## config.mk

```make
export PLATFORM = sky130hd
export DESIGN_NAME = multicycle_control
export DESIGN_NICKNAME = d
export VERILOG_FILES = /design/src/rtl/multicycle_control.sv
export SDC_FILE = /design/constraint.sdc
export NUM_CORES = 1
export LEC_CHECK = 0
export CORE_MARGIN = 8
export CORE_UTILIZATION = 52
export CTS_BUF_LIST = sky130_fd_sc_hd__clkbuf_4 sky130_fd_sc_hd__clkbuf_8
export DETAILED_ROUTE_END_ITERATION = 12
export PLACE_DENSITY = 0.95
export SLEW_MARGIN = 20
export SYNTH_ARGS = -nofsm -noshare
export SYNTH_HDL_FRONTEND = slang
export SYNTH_SLANG_ARGS = --single-unit
```

## constraint.sdc

```tcl
create_clock -name clk -period 5.6 [get_ports clk]
set_clock_uncertainty 0.05 [all_clocks]
set_input_delay 0.56 -clock clk [delete_from_list [all_inputs] [get_ports clk]]
set_output_delay 0.56 -clock clk [all_outputs]
set_load 0.02 [all_outputs]
```

## src/rtl/multicycle_control.sv

```systemverilog
// Multi-cycle sequencer for the 4-bit-opcode MIPS-style datapath.
// Steps each instruction through fetch/decode/execute/memory/writeback with a memory-wait watchdog.
`timescale 1ns/1ps
module multicycle_control #(
    parameter int unsigned TIMEOUT = 15,
    parameter int unsigned TW      = 4
) (
    input  logic       clk,
    input  logic       rst_n,
    input  logic [3:0] opcode,
    input  logic       zero,
    input  logic       mem_ready,
    output logic       pc_wr,
    output logic [1:0] pc_src,
    output logic       ir_wr,
    output logic       iord,
    output logic       memrd,
    output logic       memwr,
    output logic       memtoreg,
    output logic       regdes,
    output logic       regwr,
    output logic       alusrc_a,
    output logic [1:0] alusrc_b,
    output logic [1:0] aluop,
    output logic [3:0] state,
    output logic       trap,
    output logic [1:0] trap_cause
);

    typedef enum logic [3:0] {
        IDLE     = 4'd0,
        FETCH    = 4'd1,
        DECODE   = 4'd2,
        EXEC_R   = 4'd3,
        R_WB     = 4'd4,
        MEM_ADDR = 4'd5,
        MEM_RD   = 4'd6,
        MEM_WB   = 4'd7,
        MEM_WR   = 4'd8,
        BRANCH   = 4'd9,
        JUMP     = 4'd10,
        TRAP     = 4'd15
    } state_t;

    localparam logic [3:0] OP_SLT   = 4'b0100;
    localparam logic [3:0] OP_LOAD  = 4'b0101;
    localparam logic [3:0] OP_STORE = 4'b0110;
    localparam logic [3:0] OP_BEQ   = 4'b0111;
    localparam logic [3:0] OP_JUMP  = 4'b1000;

    localparam logic [1:0] CAUSE_ILLEGAL = 2'b01;
    localparam logic [1:0] CAUSE_TIMEOUT = 2'b10;

    state_t          state_q, state_d;
    logic [TW-1:0]   wd_q, wd_d;
    logic            trap_q, trap_d;
    logic [1:0]      cause_q, cause_d;
    logic            mem_wait;

    always_ff @(posedge clk or negedge rst_n) begin
        if (!rst_n) begin
            state_q <= IDLE;
            wd_q    <= '0;
            trap_q  <= 1'b0;
            cause_q <= '0;
        end else begin
            state_q <= state_d;
            wd_q    <= wd_d;
            trap_q  <= trap_d;
            cause_q <= cause_d;
        end
    end

    always_comb begin
        state_d  = state_q;
        trap_d   = trap_q;
        cause_d  = cause_q;
        wd_d     = wd_q;
        mem_wait = 1'b0;
        pc_wr    = 1'b0;
        pc_src   = 2'b00;
        ir_wr    = 1'b0;
        iord     = 1'b0;
        memrd    = 1'b0;
        memwr    = 1'b0;
        memtoreg = 1'b0;
        regdes   = 1'b0;
        regwr    = 1'b0;
        alusrc_a = 1'b0;
        alusrc_b = 2'b00;
        aluop    = 2'b00;

        case (state_q)
            IDLE: state_d = FETCH;
            FETCH: begin
                memrd    = 1'b1;
                alusrc_b = 2'b01;
                if (mem_ready) begin
                    ir_wr   = 1'b1;
                    pc_wr   = 1'b1;
                    state_d = DECODE;
                end else begin
                    mem_wait = 1'b1;
                end
            end
            DECODE: begin
                alusrc_b = 2'b11;
                if (opcode <= OP_SLT) begin
                    state_d = EXEC_R;
                end else if (opcode == OP_LOAD || opcode == OP_STORE) begin
                    state_d = MEM_ADDR;
                end else if (opcode == OP_BEQ) begin
                    state_d = BRANCH;
                end else if (opcode == OP_JUMP) begin
                    state_d = JUMP;
                end else begin
                    state_d = TRAP;
                    trap_d  = 1'b1;
                    cause_d = CAUSE_ILLEGAL;
                end
            end
            EXEC_R: begin
                alusrc_a = 1'b1;
                aluop    = 2'b10;
                state_d  = R_WB;
            end
            R_WB: begin
                regdes  = 1'b1;
                regwr   = 1'b1;
                state_d = FETCH;
            end
            MEM_ADDR: begin
                alusrc_a = 1'b1;
                alusrc_b = 2'b10;
                state_d  = (opcode == OP_LOAD) ? MEM_RD : MEM_WR;
            end
            MEM_RD: begin
                iord  = 1'b1;
                memrd = 1'b1;
                if (mem_ready) state_d = MEM_WB;
                else           mem_wait = 1'b1;
            end
            MEM_WB: begin
                memtoreg = 1'b1;
                regwr    = 1'b1;
                state_d  = FETCH;
            end
            MEM_WR: begin
                iord  = 1'b1;
                memwr = 1'b1;
                if (mem_ready) state_d = FETCH;
                else           mem_wait = 1'b1;
            end
            BRANCH: begin
                alusrc_a = 1'b1;
                aluop    = 2'b01;
                pc_src   = 2'b01;
                pc_wr    = zero;
                state_d  = FETCH;
            end
            JUMP: begin
                pc_src  = 2'b10;
                pc_wr   = 1'b1;
                state_d = FETCH;
            end
            TRAP: state_d = TRAP;
            default: begin
                state_d = TRAP;
                trap_d  = 1'b1;
                cause_d = CAUSE_ILLEGAL;
            end
        endcase

        // The wait cycle that would bring the counter to TIMEOUT traps unless mem_ready is high.
        if (mem_wait) begin
            wd_d = wd_q + 1'b1;
            if (TIMEOUT != 0 && wd_q == TW'(TIMEOUT - 1)) begin
                state_d = TRAP;
                trap_d  = 1'b1;
                cause_d = CAUSE_TIMEOUT;
            end
        end
        if (state_d != state_q) wd_d = '0;
    end

    assign state      = state_q;
    assign trap       = trap_q;
    assign trap_cause = cause_q;

endmodule

```

==> metrics <==
ratio of cells with drive above 1 in the final layout=9.46%; drt wl/cell=15.1 um; critical path class=reg2out; crit end category=output port; # rows=15; DRC violations left=0; endpoints failing setup=0; Crit path arrival time=2.46 ns; placer congestion estimate=0.875; Worst VDD drop=0.165 mV; distinct cell type count of the synthesized netlist=43; placed standard-cell area=0.00126 mm2; combinational fraction of design power=7.9%; CTS Buf Count=3; cts repair resizes=0; hpwl dp=2040 um; Total GRT Usage=15.0%; clk sinks=11; Die Area=0.00355 mm2; pin count of the biggest net entering global routing=23; clock-pin slew on the worst setup and hold paths=0.06 ns; Yosys Warn Count=0; switching fraction of total power=20.3%; Area Overhead vs Synth=30.1%; hold buffer count at cts=0; antenna violations before repair=0; post-synthesis sequential area ratio=27.8%; Post-CTS Setup Inserts=0; 1st-pass router iterations=4; synth cell count leaders=nand2_1 (13), nor2_1 (13), dfrtp_1 (11), o21ai_0 (9), a21oi_1 (8); Post-Syn Nets=133; Final Critical Period=3.07 ns; clk buf depth=2; CP Max Fanout=22; hold crit path type=reg2reg; Yosys top cell area share=27.8%; Non-Filler Instances=173; Pwr Density=115 mW/mm2; Buffers on Ports=29; NumNets Final=159; Vias=1,027; RSZ-0062 raised after global routing=false; Max Cap Viol=0; Final Hold Vio Count=0; WP data required=4.99 ns; Top FF cell, synth=dfrtp_1; switching power=30.1 uW; Max-slew headroom=54.8%; Yosys top cell by area=dfrtp_1; Tot Pwr=148 uW; Routed Antenna Nets=0; CP startpoint kind=flop; starting density of the core=56.0%; first-pass GRT wire length=4110 um; CTS H-Tree Depth=1; ranking of synthesized cells by area=dfrtp_1 (28%), nand2_1 (4.9%), nor2_1 (4.9%); sequential share of power=53.8%; FF+latch count, synth=11; CTS root buf=clkbuf_4; Post-synth EDFFs=0; DRT Wirelength=2620 um; hold slack=0.441 ns; Mapped Cells=123; max-slew violation count=0; leakage power=0.479 nW; Fin Setup TNS=0 ns; chip height=59.6 um; CTS tree=built; P_int=118 uW; initial DRC count=51; chip width=59.6 um; via/cell ratio=5.94; Syn Area/Cell=8.04 um2; measured slew at the worst slew-check pin=0.677 ns; GRT overflow=0; placed insts=169; via count of the first global-routing pass=888; period utilisation layout=54.8%; Finished Cell Area=0.00129 mm2; io pins=30; core area=0.00176 mm2; Post-Synthesis Cell Area=988 um2; clock latency on the worst-skew pair=0.27 ns; Async S/R FF share, synth=100%; Clk pwr share=38.3%; status=finished clean; maximum clock rate=326 MHz; diodes inserted=0
path summary, 6_finish.rpt:
path	startpoint	to	slack, ns	cells past startpoint
max	state[2]	pc_wr	2.53	4
min	trap_cause[0]	trap_cause[0]	0.44	1
max reg2reg	state[2]	wd_q[0]	3.16	5
min reg2reg	trap_cause[0]	trap_cause[0]	0.44	1
max in group asynchronous	rst_n	wd_q[2]	4.63	1
min in group asynchronous	rst_n	state[0]	0.56	1
worst max-delay path, cell delays in order (launching register included):
cell	delay, ns
dfrtp_1	0.63
or2_0	0.44
nor3_1	0.36
a211o_1	0.16
clkdlybuf4s50_1	0.60
registers in the layout, summed over array words and instances (netlist names):
register / flops
wd_q: 4
trap_cause: 2
trap: 1
state: 4
routing by layer:
metal	up-vias	wire [um]	part of all wire (%)	global-route usage (%)
met5	-	0	0	0
met1	475	976	37	17.0
li1	498	-	-	-
met4	0	18	0.69	3.40
met2	50	1360	52	26.3
met3	4	261	10	4.77
placed cells by master, fill, tap and decap left out, types with 3 or more instances in the layout:
cell and instances:
nor3_1 3, clkdlybuf4s50_1 29, o21ai_0 9, clkbuf_4 4
a211oi_1 5, a21oi_1 8, or2_2 5, o31a_1 3
nand2_1 13, xor2_1 4, dfrtp_1 11, nor2_1 13
inv_1 5
power groups by stage:
stage | registers, mW | logic (mW) | clock network [mW]
after detailed placement | 0.0810 | 0.0117 | 0
after CTS | 0.0795 | 0.0117 | 0.0586
after global placement | 0.0810 | 0.0113 | 0
after global routing | 0.0794 | 0.0130 | 0.0620
after floorplan | 0.0810 | 0.00347 | 0
final | 0.0795 | 0.0117 | 0.0566
per-stage QoR:
stage | util [%] | setup WS, ns
after detailed placement | 71.2 | 2.58
after global placement | 71.2 | 2.67
final | 72.9 | 2.53
after floorplan | - | 3.12
after global routing | 72.9 | 2.40
after CTS | 72.9 | 2.52
cell families (layout without fill, tap and decap cells):
logic type | count (synthesis) | in the layout | synth area share (%)
and+or+nand+nor | 49 | 49 | 27.2
buffers and inverters | 14 | 39 | 7.72
DFF | 11 | 11 | 27.8
AOI/OAI and AO/OA | 41 | 41 | 29.2
adders and majority gates | 2 | 2 | 2.53
muxes | 1 | 1 | 1.01
xor gates and xnor gates | 5 | 5 | 4.43
area by class of cell:
| type | instances | area, um2 |
|---|---|---|
| clock buffers | 4 | 30.0 |
| multi-input cells | 98 | 637 |
| repair buffers | 29 | 290 |
| fillers | 154 | 478 |
| well taps | 25 | 31.3 |
| inverters | 6 | 22.5 |
| flip-flops and latches | 11 | 275 |
Note: power is estimated with default switching activity, not from simulation.
